## src/rtl/toggle_strobe_gen.sv

```systemverilog
// Strobe generator feeding a downstream T flip-flop: holds enable high and issues
// one-cycle T pulses every div+1 clocks, for a programmed burst or continuously.
module toggle_strobe_gen #(
  parameter int DIV_W = 8,
  parameter int CNT_W = 8
) (
  input  logic             clk,
  input  logic             reset,
  input  logic             start,
  input  logic             abort,
  input  logic [DIV_W-1:0] div,
  input  logic [CNT_W-1:0] burst,
  output logic             enable,
  output logic             T,
  output logic             busy,
  output logic             done,
  output logic [CNT_W-1:0] strobe_cnt
);

  typedef enum logic [1:0] {IDLE, RUN, LAST} state_t;

  state_t           state, state_n;
  logic [DIV_W-1:0] pc, pc_n, div_l, div_l_n;
  logic [CNT_W-1:0] burst_l, burst_l_n, cnt_n, cnt_inc;
  logic             enable_n, t_n, busy_n, done_n;

  assign cnt_inc = strobe_cnt + CNT_W'(1);

  always_ff @(posedge clk or posedge reset) begin
    if (reset) begin
      state      <= IDLE;
      pc         <= '0;
      div_l      <= '0;
      burst_l    <= '0;
      strobe_cnt <= '0;
      enable     <= 1'b0;
      T          <= 1'b0;
      busy       <= 1'b0;
      done       <= 1'b0;
    end else begin
      state      <= state_n;
      pc         <= pc_n;
      div_l      <= div_l_n;
      burst_l    <= burst_l_n;
      strobe_cnt <= cnt_n;
      enable     <= enable_n;
      T          <= t_n;
      busy       <= busy_n;
      done       <= done_n;
    end
  end

  always_comb begin
    state_n   = state;
    pc_n      = pc;
    div_l_n   = div_l;
    burst_l_n = burst_l;
    cnt_n     = strobe_cnt;
    enable_n  = enable;
    t_n       = 1'b0;
    busy_n    = busy;
    done_n    = 1'b0;

    unique case (state)
      IDLE: begin
        if (start) begin
          div_l_n   = div;
          burst_l_n = burst;
          pc_n      = '0;
          cnt_n     = '0;
          enable_n  = 1'b1;
          busy_n    = 1'b1;
          state_n   = RUN;
        end
      end
      RUN: begin
        if (abort) begin
          pc_n     = '0;
          enable_n = 1'b0;
          busy_n   = 1'b0;
          state_n  = IDLE;
        end else if (pc == div_l) begin
          pc_n  = '0;
          t_n   = 1'b1;
          cnt_n = cnt_inc;
          // The final pulse gets one extra cycle in LAST so the flop sees it with enable high
          if (burst_l != '0 && cnt_inc == burst_l) state_n = LAST;
        end else begin
          pc_n = pc + DIV_W'(1);
        end
      end
      LAST: begin
        pc_n     = '0;
        enable_n = 1'b0;
        busy_n   = 1'b0;
        done_n   = !abort;
        state_n  = IDLE;
      end
      default: begin
        pc_n     = '0;
        enable_n = 1'b0;
        busy_n   = 1'b0;
        state_n  = IDLE;
      end
    endcase
  end

endmodule

```

## config.mk

```make
export PLATFORM = sky130hd
export DESIGN_NAME = toggle_strobe_gen
export DESIGN_NICKNAME = d
export VERILOG_FILES = /design/src/rtl/toggle_strobe_gen.sv
export SDC_FILE = /design/constraint.sdc
export NUM_CORES = 1
export LEC_CHECK = 0
export CELL_PAD_IN_SITES_DETAIL_PLACEMENT = 0
export CELL_PAD_IN_SITES_GLOBAL_PLACEMENT = 1
export CORE_MARGIN = 2
export CORE_UTILIZATION = 46
export CTS_BUF_LIST = sky130_fd_sc_hd__clkbuf_4
export CTS_CLUSTER_DIAMETER = 50
export CTS_CLUSTER_SIZE = 30
export DETAILED_ROUTE_END_ITERATION = 10
export PLACE_DENSITY = 0.95
export SYNTH_ARGS = -nofsm -noshare
export SYNTH_HDL_FRONTEND = slang
export SYNTH_SLANG_ARGS = --single-unit
```

## constraint.sdc

```tcl
create_clock -name clk -period 4.5 [get_ports clk]
set_input_delay 0.9 -clock clk [delete_from_list [all_inputs] [get_ports clk]]
set_output_delay 0.9 -clock clk [all_outputs]
set_load 0.01 [all_outputs]
```

==> summary.md <==
| Metric | Value |
|---|---|
| Drt drc | 0 |
| CP bufs+invs | 1 |
| Avg Cell Area, Syn | 10.2 um^2 |
| Total via count in the routed design | 1484 |
| Max-cap violations | 0 |
| Endpoint type of the worst setup path | flop |
| Setup Skew | 0.0117 ns |
| Slowest stage cell, crit path | or4_1 |
| CTS Hold Bufs | 0 |
| FMAX | 407 MHz |
| Critical path type | input port to flop |
| Leakage dissipation | 0.945 nW |
| Hold path depth | 1 |
| Worst endpoint data arrival time | 2.73 ns |
| Layout cells sized above 1 | 0.122 |
| Total wire length | 3560 um |
| PortBufs | 31 |
| Startpoint types | input port |
| WP depth | 6 |
| Pre-antenna DRT Iters | 4 |
| TritonCTS buffer count | 5 |
| Design area | 2340 um^2 |
| Die H | 69.3 um |
| Clock root buffer | clkbuf_4 |
| Crit-path most repeated cell | nor2_1 |
| Synth warnings | 0 |
| Antenna violations before repair | 0 |
| Sequential area share after synthesis | 0.472 |
| Rel. slew slack | 0.275 |
| Placed Area | 2290 um^2 |
| P&R area growth vs syn | 19.1% |
| Setup WS post-layout | 2.04 ns |
| ANT nets after route | 0 |
| Vias in the first global route | 1371 |
| Hold Path Class | flop to flop |
| Clk sinks | 37 |
| Die area | 4810 um^2 |
| Dominant cells by area after synthesis | dfrtp_1, mux2_2, xnor2_1 |
| Top-count cell post-synth | dfrtp_1 |
| DP Worst Slack | 1.72 ns |
| Post-CTS Setup Bufs | 0 |
| Total track usage | 0.163 |
| Crit-path max cell delay | 0.58 ns |
| Number of gates resized after cts | 0 |
| Yosys top cell by area | dfrtp_1 |
| Core Area | 4060 um^2 |
| CTS H-tree depth | 2 |
| Clock Path Buffers | 2 |
| R2R cell count | 7 |
| CTS tree | done |
| Synthesized area | 1960 um^2 |
| Ys async rst share | 1.00 |
| Io pins | 32 |
| CP Cell Sequence | clkdlybuf4s50_1 -> nor2_1 -> nand2_1 -> or3_1 -> or4_1 -> nor2_1 |
| Post-synth EDFFs | 0 |
| Worst-path maximum fanout | 15 |
| Rows | 23 |
| Peak VDD IR | 0.182 mV |
| Synth cell count leaders | dfrtp_1, o21ai_0, mux2_2 |
| Routed WL per cell | 13.1 um |
| Fin Setup TNS | 0 ns |
| Final period utilization | 0.546 |
| Yosys top cell area share | 0.472 |
| Initial DRC count | 103 |
| Worst-path clk slew | 0.11 ns |
| Mapped Cells | 193 |
| Cell variety after synth | 39 |
| Ant. Diodes | 0 |
| Tightest Pin Transition | 1.08 ns |
| Synthesized Nets | 215 |
| Largest net degree at the start of global routing | 22 |
| Via density | 5.46 |
| Final setup viols | 0 |
| RSZ-0062 raised after global routing | no |
| Worst-Skew Late Latency | 0.33 ns |
| Top delay family on crit path | simple AND/OR/NAND/NOR gates |
| Required time worst endpoint | 4.78 ns |
| PwrDens | 307 nW/um^2 |
| Max Slew Vio Count | 0 |
| Gpl congestion | 0.823 |
| Crit path time final | 2.46 ns |
| Initial Utilization | 0.484 |
| Post-synth top flop | dfrtp_1 |
| Die width | 69.3 um |
| Status | complete, no violations |
| GR Overflow Total | 0 |
| Post-DP HPWL | 2600 um |
| Final net count | 244 |
| Layout Utilization | 0.576 |
| Post-synthesis sequential element count | 37 |
| First-pass GRT wire length | 6350 um |
| Hold Fails Final Rpt | 0 |
-- flip-flops by register name, summed over array words and instances, names as in the netlist --
name,flops
T,1
burst_l,8
busy,1
div_l,8
done,1
pc,8
state,2
strobe_cnt,8
-- cell usage in the layout (no fill, tap or decap), types with 2 or more instances in the layout --
cell type,n
a211oi_1,2
a21oi_1,8
and2_1,2
and3_1,4
buf_4,2
clkbuf_4,6
clkdlybuf4s50_1,31
dfrtp_1,37
ha_1,2
inv_1,5
mux2_2,16
nand2_1,11
nand2b_1,4
nand3_1,6
nand3b_1,3
nand4_1,4
nor2_1,10
nor2b_1,5
nor4_1,3
o21ai_0,19
o21ai_1,4
o21bai_1,2
o31ai_1,4
xnor2_1,15
xor2_1,3
-- routing by layer --
metal,part of all wire,up-vias,track usage
met2,0.43,37,0.231
met5,0,-,0
li1,-,740,-
met1,0.51,705,0.244
met3,0.047,2,0.0465
met4,0.0079,0,0.0458
-- final timing paths --
| kind | startpoint | end | slack (ns) |
|---|---|---|---|
| max in group asynchronous | reset | pc[5] | 2.84 |
| min in group asynchronous | reset | strobe_cnt[7] | 0.94 |
| setup / recovery | abort | state[1] | 2.04 |
| setup reg to reg | strobe_cnt[0] | state[1] | 2.22 |
| hold reg to reg | state[1] | busy | 0.52 |
| hold / removal | state[1] | busy | 0.52 |
-- stage by stage --
step	std cells	hold WS (ns)	power (mW)
finish	272	0.521	0.719
global route	272	0.557	0.762
CTS	272	0.522	0.726
detailed placement	265	0.511	0.564
global placement	265	0.504	0.559
floorplan	193	0.456	0.515
-- where the power goes --
part | leakage, nW | switching (mW) | internal, mW
clock network | 0.0292 | 0.101 | 0.0628
logic | 0.442 | 0.0584 | 0.0892
registers | 0.474 | 0.0363 | 0.371
-- layout make-up --
type	instances	area, um^2
fill	358	1720
multi-input combinational	140	957
sequential	37	926
timing repair buffer	33	325
tap	50	62.6
clock buffer	6	45.0
inverter	5	18.8
clock inverter	1	3.75
-- logic make-up after synthesis --
| logic type | after synthesis | share of synthesized area |
|---|---|---|
| compound gates | 44 | 0.132 |
| flops | 37 | 0.472 |
| buf+inv | 16 | 0.0433 |
| xor+xnor | 18 | 0.0803 |
| mux | 17 | 0.0969 |
| simple gates | 59 | 0.163 |
| fa+ha+maj | 2 | 0.0127 |
(Power assumes the default switching activity.)
